File: src/rtl/adder_arb_pkg.sv
// Shared types and default sizing for the two-requester pipelined adder.
package adder_arb_pkg;

    typedef enum logic {
        REQ0 = 1'b0,
        REQ1 = 1'b1
    } tag_e;

    localparam int DEF_N   = 8;
    localparam int DEF_LAT = 2;

endpackage

File: src/rtl/adder_arb_pipe.sv
// LAT-stage registered add path; the sum is formed at entry and then shifted
// along with its valid bit and requester tag.
module adder_arb_pipe
    import adder_arb_pkg::*;
#(
    parameter int N   = DEF_N,
    parameter int LAT = DEF_LAT
) (
    input  logic         clk,
    input  logic         reset,
    input  logic         i_valid,
    input  tag_e         i_tag,
    input  logic [N-1:0] i_a,
    input  logic [N-1:0] i_b,
    input  logic         i_cin,
    output logic         o_valid,
    output tag_e         o_tag,
    output logic [N:0]   o_res
);

    logic [LAT-1:0] r_valid;
    tag_e           r_tag [LAT];
    logic [N:0]     r_res [LAT];
    logic [N:0]     w_res;

    // Widened by one bit so the carry-out lands in the MSB.
    assign w_res = {1'b0, i_a} + {1'b0, i_b} + {{N{1'b0}}, i_cin};

    always_ff @(posedge clk) begin
        if (reset) begin
            r_valid <= '0;
            for (int i = 0; i < LAT; i++) begin
                r_tag[i] <= REQ0;
                r_res[i] <= '0;
            end
        end else begin
            r_valid[0] <= i_valid;
            r_tag[0]   <= i_tag;
            r_res[0]   <= w_res;
            for (int i = 1; i < LAT; i++) begin
                r_valid[i] <= r_valid[i-1];
                r_tag[i]   <= r_tag[i-1];
                r_res[i]   <= r_res[i-1];
            end
        end
    end

    assign o_valid = r_valid[LAT-1];
    assign o_tag   = r_tag[LAT-1];
    assign o_res   = r_res[LAT-1];

endmodule

File: src/rtl/adder_arbiter.sv
// Two-requester arbiter in front of a shared pipelined adder; results are steered
// back by tag. Define ADDER_ARBITER_RR_EN for round-robin ties, else req0 wins.
module adder_arbiter
    import adder_arb_pkg::*;
#(
    parameter int N   = DEF_N,
    parameter int LAT = DEF_LAT
) (
    input  logic                     clk,
    input  logic                     reset,
    input  logic                     req0_valid,
    input  logic                     req1_valid,
    output logic                     req0_ready,
    output logic                     req1_ready,
    input  logic [N-1:0]             req0_a,
    input  logic [N-1:0]             req0_b,
    input  logic [N-1:0]             req1_a,
    input  logic [N-1:0]             req1_b,
    input  logic                     req0_cin,
    input  logic                     req1_cin,
    output logic                     rsp0_valid,
    output logic                     rsp1_valid,
    output logic [N-1:0]             rsp0_sum,
    output logic [N-1:0]             rsp1_sum,
    output logic                     rsp0_cout,
    output logic                     rsp1_cout,
    output logic [$clog2(LAT+1)-1:0] inflight
);

    localparam int IW = $clog2(LAT+1);

    logic          w_pick1;
    logic          w_xfer;
    tag_e          w_tag;
    logic [N-1:0]  w_a;
    logic [N-1:0]  w_b;
    logic          w_cin;
    logic          w_pv;
    tag_e          w_ptag;
    logic [N:0]    w_pres;
    logic [IW-1:0] r_inflight;

`ifdef ADDER_ARBITER_RR_EN
    tag_e r_last_grant;

    // Reset to REQ1 so the first tie after reset goes to req0.
    always_ff @(posedge clk) begin
        if (reset) begin
            r_last_grant <= REQ1;
        end else if (w_xfer) begin
            r_last_grant <= w_tag;
        end
    end

    assign w_pick1 = req1_valid && (!req0_valid || r_last_grant == REQ0);
`else
    assign w_pick1 = req1_valid && !req0_valid;
`endif

    assign req1_ready = !reset && w_pick1;
    assign req0_ready = !reset && req0_valid && !w_pick1;
    assign w_xfer     = req0_ready || req1_ready;
    assign w_tag      = req1_ready ? REQ1 : REQ0;
    assign w_a        = req1_ready ? req1_a   : req0_a;
    assign w_b        = req1_ready ? req1_b   : req0_b;
    assign w_cin      = req1_ready ? req1_cin : req0_cin;

    adder_arb_pipe #(
        .N   (N),
        .LAT (LAT)
    ) u_pipe (
        .clk     (clk),
        .reset   (reset),
        .i_valid (w_xfer),
        .i_tag   (w_tag),
        .i_a     (w_a),
        .i_b     (w_b),
        .i_cin   (w_cin),
        .o_valid (w_pv),
        .o_tag   (w_ptag),
        .o_res   (w_pres)
    );

    assign rsp0_valid             = !reset && w_pv && (w_ptag == REQ0);
    assign rsp1_valid             = !reset && w_pv && (w_ptag == REQ1);
    assign {rsp0_cout, rsp0_sum}  = rsp0_valid ? w_pres : '0;
    assign {rsp1_cout, rsp1_sum}  = rsp1_valid ? w_pres : '0;

    // A transfer and a retirement in the same cycle cancel out.
    always_ff @(posedge clk) begin
        if (reset) begin
            r_inflight <= '0;
        end else if (w_xfer && !w_pv && r_inflight != IW'(LAT)) begin
            r_inflight <= r_inflight + 1'b1;
        end else if (!w_xfer && w_pv && r_inflight != '0) begin
            r_inflight <= r_inflight - 1'b1;
        end
    end

    assign inflight = reset ? '0 : r_inflight;

endmodule

File: config.mk
export PLATFORM = sky130hd
export DESIGN_NAME = adder_arbiter
export DESIGN_NICKNAME = d
export VERILOG_FILES = /design/src/rtl/adder_arb_pkg.sv /design/src/rtl/adder_arb_pipe.sv /design/src/rtl/adder_arbiter.sv
export SDC_FILE = /design/constraint.sdc
export NUM_CORES = 1
export LEC_CHECK = 0
export ABC_AREA = 1
export CAP_MARGIN = 30
export CORE_MARGIN = 2
export CORE_UTILIZATION = 47
export CTS_BUF_LIST = sky130_fd_sc_hd__clkbuf_4 sky130_fd_sc_hd__clkbuf_8
export DETAILED_ROUTE_END_ITERATION = 10
export PLACE_DENSITY = 0.95
export RECOVER_POWER = 100
export SYNTH_ARGS = -nofsm -noshare
export SYNTH_HDL_FRONTEND = slang
export SYNTH_SLANG_ARGS = --single-unit
File: constraint.sdc
create_clock -name clk -period 6.4 [get_ports clk]
set_input_delay 1.28 -clock clk [delete_from_list [all_inputs] [get_ports clk]]
set_output_delay 1.28 -clock clk [all_outputs]
set_load 0.02 [all_outputs]
==> impl_metrics.yaml, run 1 <==
synthesis:
  synth_cell_types: 23
  avgSynthCellArea_sq_um: 6.32
  yosys.area.top_type_share_pct: 33.2
  synthCells: 229
  syn_area_sq_um: 1450
  ys_warn_count: 0
  synth_area_leaders: "dfxtp_1 33%, nand2_1 18%, nor2_1 12%, inv_1 9.9%, ha_1 6.1%"
  syn_nets: 276
  yosysSeqAreaShare_pct: 33.2
  ys_ff_latch: 24
  synth.largest_area_cell: "dfxtp_1"
clock_network:
  path_clk_slew_ns: 0.13
  post_cts_buffers: 0
  clock_latency_ns: 0.30
  cts_tree: "built"
  cts_resized: 0
  cts_made_buffers: 3
  clock_sinks: 24
  htreeDepth: 1
  clockBufferDepth: 2
  root_buffer: "clkbuf_4"
  cts-hold-fix-buffers: 0
die:
  num_rows: 20
  die_h_microns: 59.5
  start_util_pct: 48.2
  ios: 62
  fp.dieW_microns: 59.5
  dieArea_sq_um: 3540
  core_sq_um: 3000
global_routing:
  grt_use_total_pct: 18.7
  antenna_found_initial: 0
  grt_overflow: 0
  grt_pass1_vias: 1354
  grt_max_degree: 23
  grt_pass1_wl_microns: 5210
final_layout:
  utilization_pct: 70.4
  fillers: 261
  layout.nets: 339
  final_common_cell: "nand2_1"
  mostFrequentLayoutCells: "71 x nand2_1, 45 x nor2_1, 39 x inv_1, 37 x clkdlybuf4s50_1"
  drive_above_1_share_pct: 3.44
  multi_input_area_sq_um: 758
  areaGrowthSynthToFinish_pct: 46.0
  diodes: 0
  seq_area_sq_um: 480
sta:
  fin_setup_tns_ns: 0
  timing.final.max_slew_violations: 0
  setup-violations-final: 0
  post-route-period-util_pct: 79.2
  max_freq_mhz: 197
  period_needed_ns: 5.07
  clock_skew_ns: 0.000788
  hold_viol_final: 0
  tightest_slew_ns: 0.851
  relSlewSlack_pct: 43.3
  rsz0062_at_grt: "no"
critical_path:
  critPathArrivalTime_ns: 3.79
  start_kind: "input pin"
  path_buf_inv: 3
  r2r-end: "r_inflight[0]$_SDFFE_PP0P_"
  crit_type: "input pin to output pin"
  crit_fanout: 22
  r2r_slack_ns: 5.50
  ff2ff_path_depth: 5
  critPathRequiredTime_ns: 5.12
  crit_slowest_cell: "dlygate4sd3_1"
  cp_top_family: "buffers and inverters"
  cp_common_cell: "dlygate4sd3_1"
  path_cells: "dlygate4sd3_1, nor3_4, clkbuf_1, dlygate4sd3_1"
  end_kind: "output pin"
  reg2reg_from: "r_inflight[1]$_SDFFE_PP0P_"
  slowest_delay_ns: 0.82
power_and_ir_drop:
  p_leak_uw: 0.00106
  vdd_drop_max_mv: 0.0832
  p_per_area_nw_per_um2: 181
status:
  outcome: "finished clean"
drt:
  wl_microns: 2970
  drtIter0Drc: 57
  antenna_left: 0
  via_per_inst: 4.66
  wl_per_cell_microns: 9.17
  drc_errors: 0
  first_pass_iters: 4
  routed-via-count: 1511
placed_design:
  globalplace.congestion: 0.806
  hpwl_microns: 2490
  port_buffers: 61
worst_hold_path:
  min_path_type: "flop to flop"
  holdPathStages: 2
  min_from: "u_pipe.r_res[0][3]$_SDFF_PP0_"
  whs_endpoint: "u_pipe.r_res[0][12]$_SDFF_PP0_"
job:
  maxCapViolCount: 0
==> tightest hold or removal path: stages, from the launching register on <==
cell and delay [ns]:
dfxtp_1 0.32, inv_1 0.04, nor2_1 0.03
==> where the power goes <==
group          total, uW  switching, uW  internal, uW  leakage (uW)
combinational        106           56.1          49.8      0.000832
sequential           169           4.60           165      0.000199
clock                107           43.7          63.3     0.0000279
==> layout make-up <==
type,count,area share (%)
Timing Repair Buffer,62,29.1
Clock buffer,3,1.07
Sequential cell,24,22.7
Multi-Input combinational cell,157,35.9
Tap cell,33,1.95
Inverter,44,7.87
Clock inverter,1,1.42
==> registers in the layout, indices dropped and copies added, names as in the netlist <==
name / cells
u_pipe.r_tag: 2
u_pipe.r_valid: 2
r_inflight: 2
u_pipe.r_res: 18
==> through the flow <==
stage | setup slack, ns | instance area, sq um | hold slack (ns) | power, uW | instances
after floorplan | 2.76 | 1450 | 0.388 | 240 | 229
after global placement | 1.77 | 2070 | 0.389 | 276 | 320
after detailed placement | 1.69 | 2070 | 0.395 | 281 | 320
after CTS | 1.69 | 2130 | 0.413 | 386 | 324
after global routing | 1.18 | 2110 | 0.432 | 405 | 324
final | 1.33 | 2110 | 0.411 | 382 | 324
==> kinds of logic (layout without fill, tap and decap cells) <==
logic type,Yosys count,in the layout,synth area share (%)
DFF,24,24,33.2
muxes,3,3,2.07
adders and majority gates,9,9,8.82
and+or+nand+nor,129,129,36.0
buffers and inverters,48,110,13.8
AOI/OAI and AO/OA,16,16,6.05
==> synthesized netlist by cell type (all sizes together) <==
| cell | count |
|---|---|
| o21a | 1 |
| a31oi | 1 |
| nand3 | 6 |
| nor2 | 45 |
| o21ai | 3 |
| dfxtp | 24 |
| inv | 44 |
| fa | 2 |
| nor3 | 4 |
| buf | 4 |
| a21oi | 11 |
| nand3b | 1 |
| ha | 7 |
| nand4 | 1 |
| nand2 | 72 |
| mux2i | 3 |
==> how the worst max path moves through the flow <==
stage,from,to,cells after the start
2_1_floorplan,reset,rsp0_cout,3
3_3_place_gp,reset,rsp0_sum[2],5
3_5_place_dp,reset,rsp0_sum[7],5
4_1_cts,reset,rsp0_sum[7],5
5_1_grt,reset,req1_ready,4
6_report,reset,req1_ready,4
==> layer usage <==
layer  track usage, %  share of wire (%)  wire length [microns]
met3             1.53                4.9                    145
met4             6.67                1.0                     31
met1             20.8                 43                   1290
met2             36.3                 51                   1510
met5                0                  0                      0
No activity file was read; power rests on OpenSTA's default activity.
==> run 2: changes to the inputs <==
CORE_UTILIZATION = 44   (was 47)
PLACE_DENSITY = 0.92   (was 0.95)
clock period = 5 ns   (was 6.4 ns; I/O delays follow)
==> run 2 against run 1 <==
  * Combinational power is 29% higher
  * Power is 14% higher
  * First-iteration DRC count is 32% lower
  * Hold slack worse by 0.0025 ns
  * Via count is 1.3% lower
  * Global-route usage is 1.2 points lower
  * Die area is 6.3% higher
  * Clock power is 25% lower
  * Core utilization is 2.4 points lower
  * Routed wire length is 3.1% higher
  * Sequential share of layout area hardly changed
  * Largest power group unchanged
  * Highest routed layer unchanged
==> impl_metrics.yaml, run 2 (synthesis gave the netlist of run 1 again) <==
placed_design:
  placed_cells: 332
  hpwl_microns: 2560
  globalplace.congestion: 0.822
  port_buffers: 61
power_and_ir_drop:
  totalPowerFinal_uw: 434
  vdd_drop_max_mv: 0.0898
  p_per_area_nw_per_um2: 206
  p_leak_uw: 0.000987
die:
  start_util_pct: 46.7
  ios: 62
  dieArea_sq_um: 3770
  fp.dieW_microns: 61.4
  num_rows: 20
  die_h_microns: 61.4
  core_sq_um: 3100
clock_network:
  cts_tree: "built"
  cts_resized: 0
  cts-hold-fix-buffers: 0
  clockBufferDepth: 2
  cts_made_buffers: 3
  post_cts_buffers: 0
  root_buffer: "clkbuf_4"
  path_clk_slew_ns: 0.11
  htreeDepth: 1
  clock_latency_ns: 0.31
  clock_sinks: 24
drt:
  wl_microns: 3060
  drtIter0Drc: 39
  via_per_inst: 4.45
  drc_errors: 0
  first_pass_iters: 5
  antenna_left: 0
  wl_per_cell_microns: 9.14
  routed-via-count: 1492
sta:
  tightest_slew_ns: 0.960
  relSlewSlack_pct: 36.0
  max_freq_mhz: 234
  hold_slack_ns: 0.408
  timing.final.max_slew_violations: 0
  setup-violations-final: 0
  rsz0062_at_grt: "no"
  fin_setup_tns_ns: 0
  clock_skew_ns: 0.00134
  hold_viol_final: 0
  post-route-period-util_pct: 85.6
  period_needed_ns: 4.28
critical_path:
  start_kind: "input pin"
  cp_top_family: "buffers and inverters"
  path_buf_inv: 4
  crit_slowest_cell: "clkbuf_1"
  reg2reg_from: "u_pipe.r_valid[1]$_SDFF_PP0_"
  ff2ff_path_depth: 6
  critPathArrivalTime_ns: 3.28
  critPathRequiredTime_ns: 4.00
  crit_fanout: 22
  end_kind: "output pin"
  r2r-end: "r_inflight[0]$_SDFFE_PP0P_"
  crit_type: "input pin to output pin"
  r2r_slack_ns: 4.11
  slowest_delay_ns: 0.72
  path_cells: "dlygate4sd3_1, clkbuf_1, nor3_1, inv_1, nor2_1, clkdlybuf4s50_1"
final_layout:
  drive_above_1_share_pct: 3.09
  multi_input_area_sq_um: 763
  seq_area_sq_um: 480
  fillers: 288
  regMostFlops: "u_pipe.r_res"
  diodes: 0
  final_common_cell: "nand2_1"
  areaGrowthSynthToFinish_pct: 45.7
  layout.nets: 340
  mostFrequentLayoutCells: "71 x nand2_1, 55 x clkdlybuf4s50_1, 45 x nor2_1, 41 x inv_1, 24 x dfxtp_1"
  fin_cells: 335
  largest_register_ffs: 18
status:
  outcome: "finished clean"
worst_hold_path:
  whs_endpoint: "u_pipe.r_res[0][15]$_SDFF_PP0_"
  min_from: "u_pipe.r_res[0][6]$_SDFF_PP0_"
  holdPathStages: 2
  min_path_type: "flop to flop"
global_routing:
  grt_pass1_vias: 1350
  grt_max_degree: 23
  antenna_found_initial: 0
  grt_overflow: 0
  grt_pass1_wl_microns: 5110
  grt_use_total_pct: 17.5
job:
  maxCapViolCount: 0
run 2: tightest hold or removal path: stages (launching register included):
cell and delay, ns:
dfxtp_1 0.31, inv_1 0.04, nor2_1 0.03
run 2: per-stage QoR:
| stage | utilization, % | setup WS, ns | cell area (sq um) |
|---|---|---|---|
| after detailed placement | 67.5 | 1.15 | 2100 |
| final | 68.0 | 0.718 | 2110 |
| after floorplan | - | 1.92 | 1450 |
| after global routing | 68.0 | 0.535 | 2110 |
| after global placement | 67.5 | 1.17 | 2100 |
| after CTS | 68.3 | 1.14 | 2120 |
run 2: how the worst max path moves through the flow:
stage | start | end | slack (ns) | cells after the start
floorplan | reset | rsp0_cout | 1.92 | 3
global placement | reset | req1_ready | 1.17 | 5
detailed placement | reset | req1_ready | 1.15 | 5
CTS | reset | req1_ready | 1.14 | 5
global route | reset | rsp0_sum[5] | 0.54 | 6
finish | reset | rsp0_sum[5] | 0.72 | 6
run 2: cell type report:
cell class | instances | area share [%]
clock buffers | 3 | 1.07
inverters | 44 | 7.89
multi-input cells | 157 | 36.2
flip-flops and latches | 24 | 22.8
well taps | 44 | 2.61
repair buffers | 63 | 29.5
run 2: per-layer routing:
metal  vias up  share of wire [%]  global-route usage [%]
met5         -                  0                       0
met4         0                1.4                    6.69
met3         4                6.9                    1.68
met2        67                 50                    35.6
met1       614                 41                    18.0
li1        807                  -                       -
run 2: power breakdown:
part | switching [uW] | internal (uW) | total (uW)
combinational | 72.3 | 64.5 | 137
sequential | 6.05 | 211 | 217
clock | 52.5 | 28.2 | 80.7
